--- src/rtl/imm_gen_pipe.sv ---
// RV32/RV64 immediate generator with a 2-entry output FIFO.
// Occupancy is tracked by a small EMPTY/ONE/FULL state machine; in_ready_o depends only on registered state.
module imm_gen_pipe #(
   parameter int unsigned XLEN      = 32,
   parameter int unsigned ERR_CNT_W = 8
) (
   input  logic                 clk_i,
   input  logic                 rst_i,
   input  logic                 in_valid_i,
   input  logic [31:0]          inst_i,
   output logic                 in_ready_o,
   output logic                 out_valid_o,
   input  logic                 out_ready_i,
   output logic [XLEN-1:0]      imm_o,
   output logic [2:0]           fmt_o,
   output logic                 err_o,
   output logic [ERR_CNT_W-1:0] err_cnt_o
);

   localparam logic [2:0] FMT_I     = 3'd0;
   localparam logic [2:0] FMT_S     = 3'd1;
   localparam logic [2:0] FMT_B     = 3'd2;
   localparam logic [2:0] FMT_U     = 3'd3;
   localparam logic [2:0] FMT_J     = 3'd4;
   localparam logic [2:0] FMT_SHAMT = 3'd5;
   localparam logic [2:0] FMT_NONE  = 3'd7;

   localparam logic [6:0] OP_IMM    = 7'b0010011;
   localparam logic [6:0] OP_LOAD   = 7'b0000011;
   localparam logic [6:0] OP_JALR   = 7'b1100111;
   localparam logic [6:0] OP_STORE  = 7'b0100011;
   localparam logic [6:0] OP_BRANCH = 7'b1100011;
   localparam logic [6:0] OP_LUI    = 7'b0110111;
   localparam logic [6:0] OP_AUIPC  = 7'b0010111;
   localparam logic [6:0] OP_JAL    = 7'b1101111;
   localparam logic [6:0] OP_REG    = 7'b0110011;
   localparam logic [6:0] OP_SYSTEM = 7'b1110011;

   typedef struct packed {
      logic [XLEN-1:0] imm;
      logic [2:0]      fmt;
      logic            err;
   } entry_t;

   typedef enum logic [1:0] {
      OCC_EMPTY = 2'd0,
      OCC_ONE   = 2'd1,
      OCC_FULL  = 2'd2
   } occ_e;

   occ_e                 occ_q, occ_d;
   logic                 rd_ptr_q, rd_ptr_d;
   logic                 wr_ptr_q, wr_ptr_d;
   logic [ERR_CNT_W-1:0] err_cnt_q, err_cnt_d;
   entry_t               mem_q [2];
   entry_t               dec;
   entry_t               head;
   logic                 push;
   logic                 pop;

   // Immediate decode; signed casts to XLEN perform the sign extension.
   always_comb begin
      dec.imm = '0;
      dec.fmt = FMT_NONE;
      dec.err = 1'b0;
      case (inst_i[6:0])
         OP_IMM: begin
            if (inst_i[14:12] == 3'b001 || inst_i[14:12] == 3'b101) begin
               dec.fmt      = FMT_SHAMT;
               dec.imm[4:0] = inst_i[24:20];
               if (XLEN == 64) begin
                  dec.imm[5] = inst_i[25];
               end
            end else begin
               dec.fmt = FMT_I;
               dec.imm = XLEN'($signed(inst_i[31:20]));
            end
         end
         OP_LOAD, OP_JALR: begin
            dec.fmt = FMT_I;
            dec.imm = XLEN'($signed(inst_i[31:20]));
         end
         OP_STORE: begin
            dec.fmt = FMT_S;
            dec.imm = XLEN'($signed({inst_i[31:25], inst_i[11:7]}));
         end
         OP_BRANCH: begin
            dec.fmt = FMT_B;
            dec.imm = XLEN'($signed({inst_i[31], inst_i[7], inst_i[30:25], inst_i[11:8], 1'b0}));
         end
         OP_LUI, OP_AUIPC: begin
            dec.fmt = FMT_U;
            dec.imm = XLEN'($signed({inst_i[31:12], 12'b0}));
         end
         OP_JAL: begin
            dec.fmt = FMT_J;
            dec.imm = XLEN'($signed({inst_i[31], inst_i[19:12], inst_i[20], inst_i[30:21], 1'b0}));
         end
         OP_REG, OP_SYSTEM: begin
            dec.fmt = FMT_NONE;
         end
         default: begin
            dec.err = 1'b1;
         end
      endcase
   end

   // Handshake: a transfer happens on an edge where valid and ready are both high.
   assign in_ready_o  = (occ_q != OCC_FULL);
   assign out_valid_o = (occ_q != OCC_EMPTY);
   assign push        = in_valid_i && in_ready_o;
   assign pop         = out_valid_o && out_ready_i;

   always_comb begin
      occ_d     = occ_q;
      rd_ptr_d  = rd_ptr_q ^ pop;
      wr_ptr_d  = wr_ptr_q ^ push;
      err_cnt_d = err_cnt_q;
      case (occ_q)
         OCC_EMPTY: begin
            if (push) occ_d = OCC_ONE;
         end
         OCC_ONE: begin
            if (push && !pop) occ_d = OCC_FULL;
            else if (pop && !push) occ_d = OCC_EMPTY;
         end
         OCC_FULL: begin
            if (pop) occ_d = OCC_ONE;
         end
         default: begin
            occ_d = OCC_EMPTY;
         end
      endcase
      if (push && dec.err && (err_cnt_q != '1)) begin
         err_cnt_d = err_cnt_q + ERR_CNT_W'(1);
      end
   end

   always_ff @(posedge clk_i) begin
      if (rst_i) begin
         occ_q     <= OCC_EMPTY;
         rd_ptr_q  <= 1'b0;
         wr_ptr_q  <= 1'b0;
         err_cnt_q <= '0;
      end else begin
         occ_q     <= occ_d;
         rd_ptr_q  <= rd_ptr_d;
         wr_ptr_q  <= wr_ptr_d;
         err_cnt_q <= err_cnt_d;
      end
   end

   // Storage needs no reset: it is only observed while occupancy says it is valid.
   always_ff @(posedge clk_i) begin
      if (!rst_i && push) begin
         mem_q[wr_ptr_q] <= dec;
      end
   end

   assign head      = mem_q[rd_ptr_q];
   assign imm_o     = out_valid_o ? head.imm : '0;
   assign fmt_o     = out_valid_o ? head.fmt : FMT_NONE;
   assign err_o     = out_valid_o && head.err;
   assign err_cnt_o = err_cnt_q;

endmodule

--- config.mk ---
export PLATFORM = sky130hd
export DESIGN_NAME = imm_gen_pipe
export DESIGN_NICKNAME = d
export VERILOG_FILES = /design/src/rtl/imm_gen_pipe.sv
export SDC_FILE = /design/constraint.sdc
export NUM_CORES = 1
export LEC_CHECK = 0
export ABC_AREA = 1
export BUFFER_PORTS_ARGS = -buffer_cell sky130_fd_sc_hd__buf_2
export CAP_MARGIN = 10
export CORE_UTILIZATION = 49
export DETAILED_ROUTE_END_ITERATION = 10
export PLACE_DENSITY = 0.71
export SLEW_MARGIN = 5
export SYNTH_ARGS = -nofsm -noshare
export SYNTH_HDL_FRONTEND = slang
export SYNTH_SLANG_ARGS = --single-unit
--- constraint.sdc ---
create_clock -name clk_i -period 3.22 [get_ports clk_i]
set_input_delay 0.161 -clock clk_i [delete_from_list [all_inputs] [get_ports clk_i]]
set_output_delay 0.161 -clock clk_i [all_outputs]
set_load 0.01 [all_outputs]
==> results of run 1 <==
cells in the mapped netlist, drive strengths merged:
| library cell | number |
|---|---|
| o22ai | 1 |
| nor3 | 3 |
| a211oi | 1 |
| edfxtp | 72 |
| xnor2 | 2 |
| clkinv | 1 |
| inv | 30 |
| dfxtp | 12 |
| buf | 3 |
| nor2 | 29 |
| nand2 | 134 |
| o211ai | 2 |
| o2111ai | 1 |
| xor2 | 3 |
| clkbuf | 10 |
| a21oi | 52 |
| nand4 | 10 |
| ha | 2 |
| nand3 | 19 |
| o21ai | 14 |
| a31oi | 1 |
path summary, 6_finish.rpt:
check	to	cells past startpoint	slack, ns	startpoint
setup / recovery	imm_o[0]	6	1.03	rd_ptr_q$_SDFF_PP0_
hold reg to reg	wr_ptr_q$_SDFF_PP0_	2	0.47	wr_ptr_q$_SDFF_PP0_
hold / removal	mem_q[1][18]$_DFFE_PP_	3	0.11	inst_i[14]
setup reg to reg	mem_q[0][16]$_DFFE_PP_	7	1.26	occ_q[0]$_SDFFE_PP0P_
metal layers:
metal | wire length [um] | up-vias
li1 | - | 1547
met1 | 4050 | 1459
met2 | 4280 | 97
met3 | 496 | 10
met4 | 130 | 0
met5 | 0 | -
worst max-delay path: cells and delay by family (launching register included):
| family | cells | cell delay, ns |
|---|---|---|
| simple gates | 1 | 0.10 |
| flops | 1 | 0.32 |
| compound gates | 1 | 0.08 |
| buf+inv | 4 | 1.16 |
logic make-up after synthesis:
group	Yosys count
buffers and inverters	44
AND/OR/NAND/NOR	195
AO/OA/AOI/OAI	72
flip-flops	84
XOR/XNOR	5
adder cells (fa/ha/maj)	2
per-stage QoR:
stage / utilization / hold slack (ns) / setup slack, ns / power (W)
3_3_place_gp: 0.581 / 0.453 / 1.30 / 0.00222
2_1_floorplan: - / 0.239 / 0.369 / 0.00187
5_1_grt: 0.602 / 0.107 / 0.877 / 0.00304
4_1_cts: 0.602 / 0.0924 / 1.02 / 0.00289
3_5_place_dp: 0.581 / 0.466 / 1.24 / 0.00225
6_report: 0.602 / 0.108 / 1.03 / 0.00287
final cells by class:
type                            count  area [um^2]
Fill cell                         686         3130
Sequential cell                    84         2400
Multi-Input combinational cell    274         1470
Timing Repair Buffer               86          443
Clock buffer                       13          149
Tap cell                          102          128
Inverter                           31          119
Clock inverter                      3         13.8
state kept, by name, indices dropped and copies added, names as in the netlist:
signal,cells
mem_q,72
wr_ptr_q,1
err_cnt_o,8
rd_ptr_q,1
occ_q,2
layout by cell type (no fill, tap or decap), types with 2 or more instances in the layout:
master    count
a21oi_1      51
buf_2        81
buf_4         5
clkbuf_1      3
clkbuf_8     10
clkinv_1      2
clkinv_2      2
dfxtp_1      12
edfxtp_1     72
ha_1          2
inv_1        21
inv_2         8
nand2_1     117
nand2_2      13
nand2_4       4
nand3_1      13
nand3_2       2
nand3_4       4
nand4_1      10
nor2_1       22
nor2_2        2
nor2_4        2
nor2_8        3
o21ai_0       6
o21ai_1       2
o21ai_2       6
xnor2_1       2
xor2_1        3
report_power, final:
part | internal [W] | leakage, nW | switching [W]
Sequential | 0.00127 | 0.779 | 0.0000332
Combinational | 0.000289 | 1.20 | 0.000623
Clock | 0.000298 | 0.0848 | 0.000357
Total | 0.00186 | 2.06 | 0.00101
==> results by stage, run 1 <==
Clocking:
- The number of buffers added for setup after CTS is 0.
- The H-tree level count is 3.
- The tree built by TritonCTS fans out to 84 sinks.
- The TritonCTS clock tree is yes.
- The clock reaches the later pin of the worst-skew pair after 0.36 ns.
- The clock buffer count from CTS is 9.
- After clock tree synthesis, the repair step resized 0 gates.
- The cell sitting at the root of the clock tree is a clkbuf_8.
- For this design, the CTS-stage hold fixing added 0 buffers.
- Clock-pin slew was measured on the worst setup and hold paths at 0.09 ns.
- The maximum root-to-sink buffer count is 2.

Floorplanning:
- The die is 92.7 um wide.
- The area of the placeable core is 7850 um^2.
- The die is 92.7 um tall.
- The effective utilization at floorplan is 0.513.
- The die covers 8580 um^2.
- In this run the count of I/O pins placed on the die edge is 82.
- The number of placement rows is 32.

Synthesis:
- By area the synthesized netlist is led by edfxtp_1 (54%), nand2_1 (11%), a21oi_1 (6.3%).
- The xor and xnor fraction of the mapped netlist area is 0.0109.
- The cell area after technology mapping is 4030 um^2.
- Yosys printed 0 warnings.
- The share of synthesized cell area in and, or, nand and nor gates is 0.242.
- The dominant combinational cell family by area after synthesis is simple AND/OR/NAND/NOR gates.
- When the netlist entered floorplanning its net count stood at 440.
- Synthesis handed over a netlist of 402 instances.
- Yosys mapped the design onto 37 distinct sky130hd cell types.
- For this run, the register share of the synthesized area comes to 0.597.
- After synthesis, the share of cell area in mux cells is 0.
- In this run, synthesis produced a sequential element count of 84.
- The fraction of the mapped netlist area in compound gates is 0.101.
- The area share of the largest cell type after synthesis is 0.537.
- The adder-cell area share of the yosys netlist is 0.00622.
- The average instance in the mapped netlist occupies 10.0 um^2.
- The largest total area in the synthesized netlist belongs to edfxtp_1.

Critical path:
- The critical path class is reg2out.
- The delay of the slowest critical-path stage is 0.38 ns.
- The slowest cell on the critical path is buf_4.
- In this run the worst path has a maximum fanout of 39.
- The critical path goes through buf_4, clkinv_1, buf_4, nand2_1, a21oi_1, buf_2.
- STA classifies the critical path startpoint as a register.
- Among the stages of the critical path, the cell type that occurs most often is buf_4.
- The type of destination of the critical path is a primary output.
- Data on the critical path arrives at its endpoint at 2.03 ns.
- The required time at the worst-slack endpoint is 3.06 ns.

Placed design:
- The cell area after placement is 4560 um^2.
- The HPWL after detailed placement is 6.03 mm.
- In this run the tool buffered the top-level ports with 81 buffer cells.
- The final weighted congestion in routability-driven placement is 0.867.
- Including well taps, the total number of placed cells is 577.

Timing:
- The clock tree skew after final layout is 0.00818 ns.
- The final-report hold violation count was 0.
- The worst-case headroom to the max-slew limit is 0.492.
- Setup repair after global routing left no endpoint under its margin.
- The final cycle utilization of the critical path is 0.679.
- The highest achievable clock rate is 457 MHz.
- The number of setup violations in the final report is 0.
- The total negative slack is 0 ns.
- The count of pins over their slew limit is 0.
- The smallest clock period supported by the final layout is computed as 2.19 ns.
- The pin slew with the least headroom to its limit is 0.762 ns.

Routing:
- After the first detailed-routing iteration, the DRC count stood at 193.
- The post-detailed-route wirelength per cell is 15.1 um.
- The detailed-routing iteration count for the pre-antenna-repair pass is 4.
- In this run the remaining antenna-violating nets after routing total 0.
- The detail-routed via count per cell is 5.25.
- Summed over all layers, the routed wires come to 8.97 mm.
- The post-detailed-route DRC marker count is 0.
- The number of vias after detailed routing is 3113.

Layout:
- The layout-stage area growth over the synthesis result is 17.2%.
- The finished layout holds 593 standard cells, fillers aside.
- The final layout contains 524 nets.
- In the final layout, the share of cells above drive strength 1 is 0.299.
- The final antenna diode count is 0.
- The finished layout cell area is 4720 um^2.

GRT:
- The global routing met2 resource utilization is 0.363.
- The layer flagged by global routing as most heavily used is met2.
- Summed over all layers, the global routing overflow is 0.
- The met3 capacity usage during global routing is 0.0476.
- The initial antenna violation count is 0.
- In the global route stage, overall resource usage came out at 0.226.
- The number of global-route vias before repair is 3016.
- Entering global routing, the biggest net connects 40 pins.
- The wire length of the first global-routing pass is 14.5 mm.
- The met1 usage in global routing is 0.301.

Power and ir drop:
- VDD sags by at most 0.273 mV.
- For this design the ratio of total power to cell area is 608 nW/um^2.
- Summed over all cells, the static leakage comes to 2.06 nW.

Hold path:
- The path class of the tightest hold or removal check is in2reg.

Run:
- The count of max-cap constraint violations is 0.

Status:
- The flow ran to the end, and the final reports show no timing, DRC or antenna violations.
(Power assumes the default switching activity.)
==> run 2: changes to the inputs <==
Settings changed: ABC_AREA 1 to 0, CORE_UTILIZATION 49 to 54, PLACE_DENSITY 0.71 to 0.75.
Clock period 3.22 ns to 2.1 ns, I/O delays scaled along.
==> results by stage, run 2 <==
Status:
- The flow ran to the end, and the final reports show no timing, DRC or antenna violations.

Floorplanning:
- The effective utilization at floorplan is 0.560.
- In this run the vertical extent of the chip is 86.0 um.
- The area of the placeable core is 6790 um^2.
- The die covers 7390 um^2.
- The number of placement rows is 30.
- The floorplan step set the die width to 86.0 um.
- The top-level port count is 82.

Critical path:
- In this design, the stage delay of the slowest critical-path cell is 0.39 ns.
- The signal on the critical path passes through nor2b_1, inv_1, nand2_1, inv_1, ha_1, nand3b_1, o22a_1, nor2_1.
- At the worst endpoint, the arrival time is 2.06 ns.
- The largest fanout of any net on the critical path is 4.
- In this design, the critical path's most frequently occurring cell is inv_1.
- The count of buffer and inverter cells on the critical path is 2.
- The slowest cell on the critical path is dfxtp_1.
- The family with the most delay on the worst path is simple AND/OR/NAND/NOR gates.
- The type of destination of the critical path is a register.
- The kind of start point of the critical path is a register.
- The worst setup path is of the reg2reg kind.
- The required time at the worst-slack endpoint is 2.38 ns.

Synthesis:
- In the post-synthesis netlist, the biggest area contributors are edfxtp_1 (57%), mux2i_1 (10%), dfxtp_1 (6.3%).
- The commonest cells after synthesis are edfxtp_1 (72), nor2_1 (49), mux2i_1 (38).
- The number of synthesized register bits is 84.
- The share of synthesized area in the top cell type comes to 0.568.
- The gate count after technology mapping is 303.
- The number of synthesized flops with an enable pin is 72.
- The number of different library cells used by synthesis comes to 43.
- Averaged over all synthesized cells, the footprint is 12.6 um^2.
- edfxtp_1 takes more of the synthesized area than any other cell.
- edfxtp_1 is the most common cell in the netlist.
- The share of synthesized registers carrying an async set or reset is 0.
- The net count after synthesis is 341.
- The share of the Yosys chip area taken by registers is 0.631.
- The warning count from the yosys run is 0.
- The primary flip-flop cell chosen by synthesis mapping is edfxtp_1.
- The cell area after technology mapping is 3810 um^2.

Clocking:
- After clock tree synthesis, the clock-pin slew on the worst setup and hold paths is 0.08 ns.
- The clock buffer count from CTS is 9.
- Post-CTS timing repair inserted 0 buffers for setup.
- Clock tree synthesis selected as its root buffer the cell clkbuf_8.
- The hold buffer count at cts is 0.
- The H-tree level count is 3.
- The clock latency on the worst-skew pair is 0.35 ns.
- The maximum root-to-sink buffer count is 2.
- Counting every sink on the clock net gives 84.
- TritonCTS built the clock tree.

Routing:
- The starting DRC count in detailed routing is 114.
- The remaining antenna violation count after routing is 0.
- For this run, design rule violations remaining after detail routing come to 0.
- The number of vias after detailed routing is 2581.
- Using the TritonRoute via totals, the vias-per-cell ratio works out to 5.29.
- The detailed-routing iteration count for the pre-antenna-repair pass is 4.
- After detailed routing, the average wire length per cell comes to 14.6 um.
- Wires add up to 7.13 mm.

Layout:
- The largest register by flop count is mem_q.
- Counting the fill cells in the layout gives 540.
- From synthesis to final layout, the design area changed by 19.5%.
- The multi-input logic area is 1330 um^2.
- At the end of the flow, the number of nets in the layout was 425.
- In the layout the commonest cells are buf_2 (81), edfxtp_1 (72), nor2_1 (48).
- Once layout is done, the placed cells without fillers occupy 4550 um^2.
- Leaving out fill and tap cells, the most frequent cell in the layout is buf_2.
- Registers take 2400 um^2.
- The flip-flop count of the largest register, all copies and words added is 72.
- In the final layout, the share of cells above drive strength 1 is 0.283.
- The final antenna diode count is 0.

Power and ir drop:
- The total chip power is 0.00348 W.
- The internal portion of total power is 0.00262 W.
- Of the total power, the clock network draws 0.325.
- The net switching power figure is 0.000860 W.
- For this design the static power due to leakage is 1.87 nW.
- VDD sags by at most 0.410 mV.
- The share of total power dissipated in combinational logic is 0.126.
- The fraction of power consumed by sequential logic is 0.550.
- The power per cell area is 765 nW/um^2.
- The proportion of total power due to net switching is 0.247.

Timing:
- The final-report hold violation count is 0.
- The number of setup violations in the final report is 0.
- The count of pins over their slew limit came to 0.
- The highest achievable clock rate is 562 MHz.
- After layout, the minimum clock period comes to 1.78 ns.
- Dividing the final minimum period by the clock period gives 0.847.
- The pin slew with the least headroom to its limit is 0.561 ns.
- The clock tree skew after final layout is 0.00931 ns.
- Setup repair after global routing left no endpoint under its margin.
- Summed over all failing endpoints, the final setup total negative slack is 0 ns.
- The worst-case headroom to the max-slew limit is 0.625.

Run:
- Across the run, the number of max-cap violations was 0.

Placed design:
- The final weighted congestion in routability-driven placement is 0.814.
- The cell area after placement is 4340 um^2.
- The half-perimeter wire length of the detailed placement result is 4.86 mm.
- In this run the tool buffered the top-level ports with 81 buffer cells.

GRT:
- The first global-routing pass estimated 11.1 mm of wire.
- The initial antenna violation count is 0.
- The number of global-route vias before repair is 2358.
- Global routing finished with a remaining overflow of 0.
- For this run, the total global-route usage over all layers was measured as 0.202.
- Entering global routing, the biggest net connects 37 pins.

Hold path:
- The min-delay analysis places its worst path in the category in2reg.
## run 2: cell count changes after synthesis, sizes merged, moves of 9 or more
| cell | change |
|---|---|
| a21o | +19 |
| a21oi | -44 |
| and2 | +10 |
| inv | -21 |
| mux2i | +38 |
| nand2 | -120 |
| nand3 | -12 |
| nand4 | -9 |
| nor2 | +20 |
## run 2: per-layer routing
layer	share of wire	vias up	global-route usage	wire length (um)
met1	0.44	1217	0.250	3120
met3	0.047	9	0.0385	334
met5	0	-	0	0
met2	0.50	70	0.338	3560
met4	0.016	0	0.105	113
li1	-	1285	-	-
## run 2: logic make-up after synthesis
kind of cell | after synthesis | synth area share
simple gates | 102 | 0.129
buf+inv | 21 | 0.0247
flops | 84 | 0.631
xor+xnor | 3 | 0.00690
fa+ha+maj | 2 | 0.00657
compound gates | 53 | 0.102
mux | 38 | 0.0999
## run 2: stage by stage
stage                      util  hold slack [ns]  instances  setup slack [ns]
after floorplan               -            0.178        303            0.0539
after global placement    0.639            0.370        472             0.212
after detailed placement  0.639            0.374        472             0.154
after CTS                 0.669          0.00709        488             0.142
after global routing      0.669           0.0238        488             0.151
final                     0.669           0.0204        488             0.321
## run 2: power by group through the flow
stage	sequential [W]	combinational [W]	clock, W
floorplan	0.00194	0.000271	0
detailed placement	0.00195	0.000441	0
finish	0.00191	0.000437	0.00113
CTS	0.00191	0.000442	0.00115
global placement	0.00195	0.000436	0
global route	0.00192	0.000480	0.00123
## run 2: area by class of cell
| cell class | count | area share |
|---|---|---|
| clock inverter | 7 | 0.0171 |
| tap | 96 | 0.0264 |
| timing repair buffer | 85 | 0.101 |
| sequential | 84 | 0.528 |
| clock buffer | 9 | 0.0272 |
| inverter | 9 | 0.00743 |
| multi-input combinational | 198 | 0.292 |
## run 2: worst paths after layout
check                                  from                   endpoint  slack, ns  cells past startpoint
setup / recovery      occ_q[1]$_SDFFE_PP0P_      occ_q[1]$_SDFFE_PP0P_       0.32                      8
hold / removal                  out_ready_i      occ_q[0]$_SDFFE_PP0P_       0.02                      3
setup reg to reg      occ_q[1]$_SDFFE_PP0P_      occ_q[1]$_SDFFE_PP0P_       0.32                      8
hold reg to reg   err_cnt_o[7]$_SDFFE_PP0P_  err_cnt_o[7]$_SDFFE_PP0P_       0.52                      2
## run 2: tightest hold or removal path, stage by stage
cell and delay (ns):
buf_2 0.10, a21oi_1 0.06, nor2_1 0.07
## run 2: what timing repair did
| action | in CTS | in global routing |
|---|---|---|
| resized for setup | 0 | 1 |
| endpoints found under the hold margin | 0 | 0 |
| setup endpoints to repair | 0 | 5 |
